==> src/rtl/cpu_pkg.sv <==
// Shared definitions for the 8-bit CPU sequencer: instruction layout, classes, FSM states, ALU opcodes.
package cpu_pkg;

    localparam int INSTR_W = 24;
    localparam int OP_W    = 5;

    typedef enum logic [1:0] {
        CLS_MVI  = 2'b00,
        CLS_MOV  = 2'b01,
        CLS_ALU  = 2'b10,
        CLS_HALT = 2'b11
    } cls_e;

    // Field order matches the instruction word from bit 23 down to bit 0.
    typedef struct packed {
        cls_e       cls;
        logic [2:0] rd;
        logic [2:0] rs;
        logic [4:0] op;
        logic [2:0] rsvd;
        logic [7:0] imm;
    } instr_t;

    typedef enum logic [2:0] {
        ST_IDLE   = 3'd0,
        ST_FETCH  = 3'd1,
        ST_DECODE = 3'd2,
        ST_ISSUE  = 3'd3,
        ST_WAIT   = 3'd4,
        ST_WB     = 3'd5,
        ST_HALT   = 3'd6
    } state_e;

    localparam logic [OP_W-1:0] ALU_ADD = 5'd0;
    localparam logic [OP_W-1:0] ALU_SUB = 5'd1;
    localparam logic [OP_W-1:0] ALU_AND = 5'd2;
    localparam logic [OP_W-1:0] ALU_OR  = 5'd3;
    localparam logic [OP_W-1:0] ALU_XOR = 5'd4;

    function automatic instr_t to_instr(input logic [INSTR_W-1:0] w);
        return instr_t'(w);
    endfunction

endpackage

==> src/rtl/seq_regfile.sv <==
// Register file: NUM_REGS x DATA_W, two asynchronous read ports, one synchronous write port.
// Reads are combinational; a write lands on the next rising edge. No backpressure.
// Async active-low reset clears every register to zero.
module seq_regfile #(
    parameter int NUM_REGS = 8,
    parameter int DATA_W   = 8,
    parameter int AW       = $clog2(NUM_REGS)
) (
    input  logic              clk,
    input  logic              rst_n,
    input  logic [AW-1:0]     raddr_a,
    output logic [DATA_W-1:0] rdata_a,
    input  logic [AW-1:0]     raddr_b,
    output logic [DATA_W-1:0] rdata_b,
    input  logic              we,
    input  logic [AW-1:0]     waddr,
    input  logic [DATA_W-1:0] wdata
);

    logic [DATA_W-1:0] regs [NUM_REGS];

    always_ff @(posedge clk or negedge rst_n) begin
        if (!rst_n) begin
            for (int i = 0; i < NUM_REGS; i++) begin
                regs[i] <= '0;
            end
        end else if (we) begin
            regs[waddr] <= wdata;
        end
    end

    assign rdata_a = regs[raddr_a];
    assign rdata_b = regs[raddr_b];

endmodule

==> src/rtl/alu_issue_sequencer.sv <==
// Fetch/decode/issue/write-back control for the 8-bit CPU; owns PC and register file.
// MVI/MOV take 3 cycles, ALU ops 5 plus any alu_ready and result stalls.
// Operands and opcode are held stable in ISSUE until alu_ready; WAIT has no timeout.
module alu_issue_sequencer
    import cpu_pkg::*;
#(
    parameter int ADDR_W   = 7,
    parameter int NUM_REGS = 8,
    parameter int DATA_W   = 8
) (
    input  logic               clk,
    input  logic               rst_n,
    input  logic               start,
    output logic               imem_en,
    output logic [ADDR_W-1:0]  imem_addr,
    input  logic [INSTR_W-1:0] imem_rdata,
    output logic               alu_valid,
    input  logic               alu_ready,
    output logic [OP_W-1:0]    alu_op,
    output logic [DATA_W-1:0]  alu_a,
    output logic [DATA_W-1:0]  alu_b,
    input  logic               alu_res_valid,
    input  logic [DATA_W-1:0]  alu_res,
    output logic               busy,
    output logic               halted,
    output logic [ADDR_W-1:0]  pc
);

    localparam int RF_AW = $clog2(NUM_REGS);

    state_e            state;
    state_e            state_nxt;
    instr_t            dec;
    logic              rf_we;
    logic [RF_AW-1:0]  ir_rd;
    logic [OP_W-1:0]   ir_op;
    logic [DATA_W-1:0] op_a;
    logic [DATA_W-1:0] op_b;
    logic [DATA_W-1:0] wb_data;
    logic [DATA_W-1:0] rd_val;
    logic [DATA_W-1:0] rs_val;
    logic              unused_rsvd;

    // The word is only meaningful in DECODE, one cycle after the FETCH strobe.
    assign dec         = to_instr(imem_rdata);
    assign unused_rsvd = ^dec.rsvd;

    seq_regfile #(
        .NUM_REGS (NUM_REGS),
        .DATA_W   (DATA_W),
        .AW       (RF_AW)
    ) u_regfile (
        .clk     (clk),
        .rst_n   (rst_n),
        .raddr_a (dec.rd),
        .rdata_a (rd_val),
        .raddr_b (dec.rs),
        .rdata_b (rs_val),
        .we      (rf_we),
        .waddr   (ir_rd),
        .wdata   (wb_data)
    );

    always_ff @(posedge clk or negedge rst_n) begin
        if (!rst_n) begin
            state <= ST_IDLE;
        end else begin
            state <= state_nxt;
        end
    end

    always_comb begin
        state_nxt = state;
        case (state)
            ST_IDLE, ST_HALT: begin
                if (start) begin
                    state_nxt = ST_FETCH;
                end
            end
            ST_FETCH:  state_nxt = ST_DECODE;
            ST_DECODE: begin
                case (dec.cls)
                    CLS_ALU:  state_nxt = ST_ISSUE;
                    CLS_HALT: state_nxt = ST_HALT;
                    default:  state_nxt = ST_WB;
                endcase
            end
            ST_ISSUE: begin
                if (alu_ready) begin
                    state_nxt = ST_WAIT;
                end
            end
            ST_WAIT: begin
                if (alu_res_valid) begin
                    state_nxt = ST_WB;
                end
            end
            ST_WB:   state_nxt = ST_FETCH;
            default: state_nxt = ST_IDLE;
        endcase
    end

    always_comb begin
        imem_en   = 1'b0;
        alu_valid = 1'b0;
        rf_we     = 1'b0;
        busy      = 1'b1;
        halted    = 1'b0;
        case (state)
            ST_IDLE:  busy = 1'b0;
            ST_HALT: begin
                busy   = 1'b0;
                halted = 1'b1;
            end
            ST_FETCH: imem_en   = 1'b1;
            ST_ISSUE: alu_valid = 1'b1;
            ST_WB:    rf_we     = 1'b1;
            default:  ;
        endcase
    end

    // Operands are captured in DECODE so the register file is never re-read
    // mid-instruction; with rd==rs both ports see the pre-write value.
    always_ff @(posedge clk or negedge rst_n) begin
        if (!rst_n) begin
            pc      <= '0;
            ir_rd   <= '0;
            ir_op   <= '0;
            op_a    <= '0;
            op_b    <= '0;
            wb_data <= '0;
        end else begin
            case (state)
                ST_IDLE, ST_HALT: begin
                    if (start) begin
                        pc <= '0;
                    end
                end
                ST_DECODE: begin
                    ir_rd   <= dec.rd;
                    ir_op   <= dec.op;
                    op_a    <= rd_val;
                    op_b    <= rs_val;
                    wb_data <= (dec.cls == CLS_MVI) ? DATA_W'(dec.imm) : rs_val;
                end
                ST_WAIT: begin
                    if (alu_res_valid) begin
                        wb_data <= alu_res;
                    end
                end
                ST_WB: pc <= pc + ADDR_W'(1);
                default: ;
            endcase
        end
    end

    assign imem_addr = pc;
    assign alu_op    = ir_op;
    assign alu_a     = op_a;
    assign alu_b     = op_b;

endmodule

==> config.mk <==
export PLATFORM = sky130hd
export DESIGN_NAME = alu_issue_sequencer
export DESIGN_NICKNAME = d
export VERILOG_FILES = /design/src/rtl/cpu_pkg.sv /design/src/rtl/seq_regfile.sv /design/src/rtl/alu_issue_sequencer.sv
export SDC_FILE = /design/constraint.sdc
export NUM_CORES = 1
export LEC_CHECK = 0
export ABC_AREA = 0
export CAP_MARGIN = 20
export CORE_MARGIN = 2
export CORE_UTILIZATION = 50
export CTS_CLUSTER_SIZE = 28
export DETAILED_ROUTE_END_ITERATION = 8
export HOLD_SLACK_MARGIN = 0.12
export PLACE_DENSITY = 0.71
export REMOVE_ABC_BUFFERS = 1
export SLEW_MARGIN = 10
export SYNTH_ARGS = -nofsm -noshare
export SYNTH_HDL_FRONTEND = slang
export SYNTH_SLANG_ARGS = --single-unit
==> constraint.sdc <==
create_clock -name clk -period 4.7 [get_ports clk]
set_input_delay 0.94 -clock clk [delete_from_list [all_inputs] [get_ports clk]]
set_output_delay 0.94 -clock clk [all_outputs]
set_load 0.02 [all_outputs]
==> qor.json, run 1 <==
{
  "run_status": {
    "status": "complete, no violations"
  },
  "critical_path": {
    "worst-r2r-cell-count": 4,
    "worstSetupStartpointType": "flip-flop",
    "cp.required_ps": 3760,
    "criticalPathCategory": "flip-flop to output pin",
    "path_max_fanout": 20,
    "worst_reg2reg_path_startpoint": "state[1]$_DFFE_PN0P_",
    "timing.critical_path.arrival_ps": 2390,
    "reg2reg_to": "u_regfile.regs[33]$_DFFE_PN0P_",
    "worst_setup_end_kind": "output pin",
    "reg2reg_setup_slack_ps": 2290
  },
  "timing": {
    "maxSlewViolCount": 0,
    "max_clock_freq_ghz": 0.300,
    "setup-violations-final": 0,
    "fin_skew_ps": 11.8,
    "fin_crit_ps": 3330,
    "totalNegativeSetupSlack_ps": 0,
    "timing.slew.headroom": 0.287,
    "tightestPinTransition_ps": 1070,
    "fraction_of_the_cycle_the_final_worst_path_needs": 0.709,
    "finalHoldViolations": 0,
    "rsz0062_at_grt": "false"
  },
  "synthesis": {
    "post_synthesis_register_bit_count": 106,
    "synth_edf_count": 0,
    "netlist_top_cells_count": "106 x dfrtp_1, 72 x mux2_2, 53 x nor2_1, 32 x mux4_2, 29 x a21oi_1",
    "yosys_warnings": 0,
    "syn_area_per_cell_um2": 12.7,
    "fraction_of_synthesis_flops_using_an_asynchronous_set_or_reset_pin": 1.00,
    "synth_top_flop_cell": "dfrtp_1",
    "synth_cell_types": 41,
    "synth.cell_area_um2": 5520,
    "synth_area_leaders": "dfrtp_1 48%, mux2_2 15%, mux4_2 13%",
    "synth_sequential_area_ratio": 0.480,
    "synth_top_area_frac": 0.480,
    "synthDominantAreaCellType": "dfrtp_1",
    "synth.most_common_cell": "dfrtp_1",
    "synthesis.instances": 435
  },
  "routing": {
    "drc": 0,
    "postRouteAntennaNets": 0,
    "vias": 3636,
    "drt_iter0_markers": 185,
    "firstDrtPassIters": 4,
    "detail_route.vias_per_cell": 5.81,
    "wl_per_cell_um": 19.3,
    "routed_wirelength_um": 12100
  },
  "grt": {
    "antenna_found_initial": 0,
    "grt_max_degree": 47,
    "gr-usage-all-layers": 0.219,
    "overflow": 0,
    "grt_pass1_wl_um": 19400,
    "first_global_vias": 3617
  },
  "power": {
    "clock_power_share": 0.160,
    "share_seq_of_total_power": 0.430,
    "cellLeakagePower_uw": 0.00284,
    "worst_ir_drop_vdd_uv": 279,
    "power.internal_uw": 2380,
    "share_of_total_power_consumed_by_net_switching": 0.363,
    "comb_power_share": 0.409,
    "power_density_nw_per_um2": 580,
    "total_switching_power_uw": 1360
  },
  "clock_network": {
    "clkLatencyLatePin_ps": 360,
    "tritoncts": "built",
    "tritoncts.num_buffers": 9,
    "root_buffer": "clkbuf_8",
    "clkSlewWorstSetupHoldPaths_ps": 100,
    "postCtsResizedCells": 0,
    "cts.path.max_buffers": 2,
    "clock_sink_count": 106,
    "htreeDepth": 3,
    "cts_hold_buffers": 0,
    "post-cts-setup-buffers": 0
  },
  "job": {
    "max-cap-violations": 0
  },
  "cells_and_area": {
    "flow.area_growth_from_synthesis_pct": 16.9,
    "final_layout_size_suffix_gt1_frac": 0.280,
    "diodes": 0,
    "layout.cell_area.non_filler_um2": 6460,
    "final_cells": 626,
    "final_nets": 520
  },
  "floorplan": {
    "dieArea_um2": 11900,
    "placeableCoreArea_um2": 10800,
    "chipWidth_um": 109,
    "io_pins": 76,
    "die_y_um": 109,
    "placement_rows": 38,
    "initial_cell_density_of_the_core": 0.512
  },
  "place": {
    "dpl.cell_count": 611,
    "place.port_buffers": 72,
    "post-dp-hpwl_um": 8210,
    "gp_routability_congestion": 0.809,
    "detailed_place.area_um2": 6250
  },
  "min_path": {
    "holdCritPathClass": "input port to asynchronous set/reset pin"
  }
}
[per-stage QoR]
step           hold WS, ps   util  worst slack, ps  power [µW]
2_1_floorplan          491      -             2000        2550
3_3_place_gp           489  0.579             1350        3120
3_5_place_dp           499  0.579             1320        3170
4_1_cts                473  0.598             1360        3780
5_1_grt                476  0.598             1200        4010
6_report               469  0.598             1370        3740
[power groups by stage]
stage / Combinational (µW) / Clock, µW / Sequential, µW
after detailed placement: 1550 / 0 / 1630
after CTS: 1550 / 618 / 1610
final: 1530 / 600 / 1610
after floorplan: 863 / 0 / 1690
after global placement: 1510 / 0 / 1600
after global routing: 1670 / 659 / 1670
[how the worst max path moves through the flow]
stage	cells past startpoint	end	slack [ps]	from
finish	4	halted	1370	state[2]$_DFFE_PN0P_
global route	4	halted	1200	state[2]$_DFFE_PN0P_
CTS	4	halted	1360	state[2]$_DFFE_PN0P_
detailed placement	5	alu_b[4]$_DFFE_PN0P_	1320	imem_rdata[16]
global placement	5	wb_data[4]$_DFFE_PN0P_	1350	imem_rdata[16]
floorplan	3	alu_op[0]$_DFFE_PN0P_	2000	state[1]$_DFFE_PN0P_
[final cells by class]
cell class	instances	area [µm²]
Inverter	2	7.51
Sequential cell	106	2650
Tap cell	140	175
Clock buffer	11	131
Multi-Input combinational cell	285	2650
Fill cell	879	4340
Timing Repair Buffer	78	763
Clock inverter	4	76.3
[metal layers]
metal	track usage	share of wire
met1	0.322	0.46
met2	0.348	0.49
met3	0.0311	0.049
met4	0.0504	0.0099
met5	0	0
[cell families after synthesis]
group,Yosys count,share of synthesized area
AO/OA/AOI/OAI,73,0.0816
AND/OR/NAND/NOR,90,0.0870
XOR/XNOR,1,0.00159
buffers and inverters,44,0.0408
adder cells (fa/ha/maj),1,0.00227
multiplexers,120,0.306
flip-flops,106,0.480
[registers in the layout (all words and copies together), names as in the netlist]
signal,count
state,3
imem_addr,7
alu_b,8
wb_data,8
alu_op,5
u_regfile.regs,64
ir_rd,3
alu_a,8
[worst max-delay path, stage by stage, from the launching register on]
cell	delay (ps)
dfrtp_1	330
buf_4	220
nor2b_1	650
and2_1	220
clkdlybuf4s50_1	600
[cells in the final DEF, fill, tap and decap left out, types with 2 or more instances in the layout]
cell type,count
dfrtp_1,106
mux2_2,72
clkdlybuf4s50_1,71
nor2_1,52
mux4_2,32
a21oi_1,29
o21ai_0,18
mux2i_1,16
a221oi_1,9
clkbuf_8,9
nor3_1,8
a2bb2oi_1,8
nand2_1,7
buf_4,7
nor2b_1,3
a31oi_1,3
nand2b_1,2
inv_1,2
nor3b_4,2
nand3b_2,2
and3_1,2
nand4_1,2
nor2_4,2
clkbuf_1,2
bufinv_16,2
No activity file was read; power rests on OpenSTA's default activity.
==> run 2, diff against run 1 <==
--- a/config.mk
+++ b/config.mk
@@ -12,7 +12,7 @@
 export CTS_CLUSTER_SIZE = 28
 export DETAILED_ROUTE_END_ITERATION = 8
 export HOLD_SLACK_MARGIN = 0.12
-export PLACE_DENSITY = 0.71
+export PLACE_DENSITY = 0.74
 export REMOVE_ABC_BUFFERS = 1
 export SLEW_MARGIN = 10
 export SYNTH_ARGS = -nofsm -noshare
==> constraint.sdc (replaced) <==
create_clock -name clk -period 2.9 [get_ports clk]
set_input_delay 0.58 -clock clk [delete_from_list [all_inputs] [get_ports clk]]
set_output_delay 0.58 -clock clk [all_outputs]
set_load 0.02 [all_outputs]
==> qor.json, run 2 (same netlist as run 1, synthesis figures left out) <==
{
  "run_status": {
    "status": "complete, no violations"
  },
  "floorplan": {
    "chipWidth": {"value": 109, "unit": "µm", "change": "unchanged"},
    "dieArea": {"value": 11900, "unit": "µm²", "change": "unchanged"},
    "placement_rows": {"value": 38, "change": "unchanged"},
    "initial_cell_density_of_the_core": {"value": 0.512, "change": "unchanged"},
    "die_y": {"value": 109, "unit": "µm", "change": "unchanged"},
    "io_pins": {"value": 76, "change": "unchanged"},
    "placeableCoreArea": {"value": 10800, "unit": "µm²", "change": "unchanged"}
  },
  "clock_network": {
    "clock_sink_count": {"value": 106, "change": "unchanged"},
    "tritoncts": "built",
    "post-cts-setup-buffers": {"value": 0, "change": "unchanged"},
    "tritoncts.num_buffers": {"value": 9, "change": "unchanged"},
    "postCtsResizedCells": {"value": 0, "change": "unchanged"},
    "clkSlewWorstSetupHoldPaths": {"value": 90, "unit": "ps", "change": "about the same"},
    "cts_hold_buffers": {"value": 0, "change": "unchanged"},
    "htreeDepth": {"value": 3, "change": "unchanged"},
    "root_buffer": "clkbuf_8",
    "cts.path.max_buffers": {"value": 2, "change": "unchanged"},
    "clkLatencyLatePin": {"value": 370, "unit": "ps", "change": "about the same"}
  },
  "critical_path": {
    "delay_of_the_slowest_cell_on_the_worst_path": {"value": 610, "unit": "ps", "change": "-40 ps"},
    "worstSetupStartpointType": "flip-flop",
    "cp.required": {"value": 2320, "unit": "ps", "change": "-1440 ps"},
    "timing.critical_path.arrival": {"value": 1980, "unit": "ps", "change": "-410 ps"},
    "crit_path_top_delay_cell": "clkdlybuf4s50_1",
    "worst_setup_end_kind": "output pin",
    "path_max_fanout": {"value": 14, "change": "-30%"},
    "criticalPathCategory": "flip-flop to output pin",
    "cp_cell_sequence": "nand2b_1, nor2_1, clkdlybuf4s50_1"
  },
  "routing": {
    "routed_wirelength": {"value": 12400, "unit": "µm", "change": "+2.9%"},
    "drc": {"value": 0, "change": "unchanged"},
    "wl_per_cell": {"value": 19.5, "unit": "µm", "change": "+1.5%"},
    "postRouteAntennaNets": {"value": 0, "change": "unchanged"},
    "vias": {"value": 3782, "change": "+4.0%"},
    "drt_iter0_markers": {"value": 180, "change": "-2.7%"},
    "firstDrtPassIters": {"value": 5, "change": "+1"},
    "detail_route.vias_per_cell": {"value": 5.96, "change": "+2.5%"}
  },
  "job": {
    "max-cap-violations": {"value": 0, "change": "unchanged"}
  },
  "cells_and_area": {
    "ff_latch_area": {"value": 2650, "unit": "µm²", "change": "unchanged"},
    "layout.cells.most_common_list": "106 x dfrtp_1, 72 x mux2_2, 71 x clkdlybuf4s50_1",
    "flow.area_growth_from_synthesis_pct": 19.3,
    "layout.cells.most_common": "dfrtp_1",
    "nFillCells": {"value": 859, "change": "-2.3%"},
    "regMostFlops": "u_regfile.regs",
    "diodes": {"value": 0, "change": "unchanged"},
    "multi_input_gate_area": {"value": 2650, "unit": "µm²", "change": "unchanged"},
    "largest_register_ff_count": {"value": 64, "change": "unchanged"},
    "final_layout_size_suffix_gt1_frac": {"value": 0.297, "change": "+0.0171"},
    "final_nets": {"value": 531, "change": "+2.1%"}
  },
  "power": {
    "cellLeakagePower": {"value": 0.00292, "unit": "µW", "change": "+2.8%"},
    "power_density": {"value": 947, "unit": "nW/µm²", "change": "+63%"},
    "worst_ir_drop_vdd": {"value": 595, "unit": "µV", "change": "+110%"}
  },
  "timing": {
    "maxSlewViolCount": {"value": 0, "change": "unchanged"},
    "max_clock_freq_ghz": 0.390,
    "setup-violations-final": {"value": 0, "change": "unchanged"},
    "totalNegativeSetupSlack": {"value": 0, "unit": "ps", "change": "unchanged"},
    "tightestPinTransition": {"value": 671, "unit": "ps", "change": "-396 ps"},
    "finalHoldViolations": {"value": 0, "change": "unchanged"},
    "fin_skew": {"value": 7.93, "unit": "ps", "change": "-3.87 ps"},
    "timing.slew.headroom": {"value": 0.553, "change": "+0.266"},
    "fin_crit_ps": 2560,
    "fraction_of_the_cycle_the_final_worst_path_needs": 0.884,
    "rsz0062_at_grt": "false",
    "timing.hold.ws": {"value": 211, "unit": "ps", "change": "-257 ps"}
  },
  "grt": {
    "grt_pass1_wl": {"value": 19800, "unit": "µm", "change": "+2.1%"},
    "antenna_found_initial": {"value": 0, "change": "unchanged"},
    "gr-usage-met1": {"value": 0.310, "change": "-0.0121"},
    "grtUsageMet3": {"value": 0.0269, "change": "-0.00418"},
    "globalRoute.busiestLayer": "met2",
    "overflow": {"value": 0, "change": "unchanged"},
    "gr-usage-all-layers": {"value": 0.224, "change": "+0.00492"},
    "first_global_vias": {"value": 3773, "change": "+4.3%"},
    "grt_util_met2": {"value": 0.372, "change": "+0.0244"},
    "grt_max_degree": {"value": 64, "change": "+36%"}
  },
  "place": {
    "gp_routability_congestion": {"value": 0.811, "change": "+0.31%"},
    "post-dp-hpwl": {"value": 8520, "unit": "µm", "change": "+3.8%"},
    "place.port_buffers": {"value": 72, "change": "unchanged"}
  },
  "min_path": {
    "holdCritPathClass": "input port to asynchronous set/reset pin"
  }
}
==> run 2: path summary, 6_finish.rpt <==
path                                       startpoint                              to  slack [ps]  cells past startpoint
worst min-delay path                            rst_n  u_regfile.regs[53]$_DFFE_PN0P_         210                      1
min in group clk                alu_op[2]$_DFFE_PN0P_           alu_op[2]$_DFFE_PN0P_         520                      1
worst max register to register   state[2]$_DFFE_PN0P_  u_regfile.regs[38]$_DFFE_PN0P_         710                      5
worst max-delay path             state[2]$_DFFE_PN0P_                       alu_valid         340                      3
max in group asynchronous                       rst_n   u_regfile.regs[2]$_DFFE_PN0P_        1950                      2
worst min register to register  alu_op[2]$_DFFE_PN0P_           alu_op[2]$_DFFE_PN0P_         520                      1
==> run 2: critical path: cells and delay by family, from the launching register on <==
kind	cells	cell delay (ps)
buf+inv	1	610
flops	1	560
simple gates	2	440
==> run 2: power breakdown <==
group | switching [µW] | internal [µW]
logic | 1170 | 1360
clock network | 472 | 583
registers | 591 | 2050
total | 2240 | 4000
==> run 2: metal layers <==
| metal | vias up | part of all wire |
|---|---|---|
| met5 | - | 0 |
| li1 | 1719 | - |
| met3 | 9 | 0.052 |
| met1 | 1957 | 0.45 |
| met2 | 97 | 0.49 |
| met4 | 0 | 0.0077 |
==> run 2: final cells by class <==
type	instances	area share
timing repair buffer	89	0.132
clock inverter	3	0.0137
tap	140	0.0266
clock buffer	10	0.0209
inverter	2	0.00114
multi-input combinational	285	0.403
sequential	106	0.403
==> run 2: per-stage QoR <==
stage | power [µW] | std cells | utilization | setup slack (ps) | cell area, µm²
5_1_grt | 6620 | 635 | 0.610 | 239 | 6590
4_1_cts | 6260 | 635 | 0.610 | 325 | 6590
2_1_floorplan | 4140 | 393 | - | 198 | 5300
3_5_place_dp | 5210 | 622 | 0.589 | 472 | 6360
6_report | 6230 | 635 | 0.610 | 338 | 6590
3_3_place_gp | 5090 | 622 | 0.589 | 479 | 6360
==> run 3, diff against run 2 <==
--- a/config.mk
+++ b/config.mk
@@ -14,6 +14,7 @@
 export HOLD_SLACK_MARGIN = 0.12
 export PLACE_DENSITY = 0.74
 export REMOVE_ABC_BUFFERS = 1
+export SKIP_CTS_REPAIR_TIMING = 1
 export SLEW_MARGIN = 10
 export SYNTH_ARGS = -nofsm -noshare
 export SYNTH_HDL_FRONTEND = slang
==> results of run 3 <==
Same layout as run 2: the final DEF is identical, and so are final timing and power.
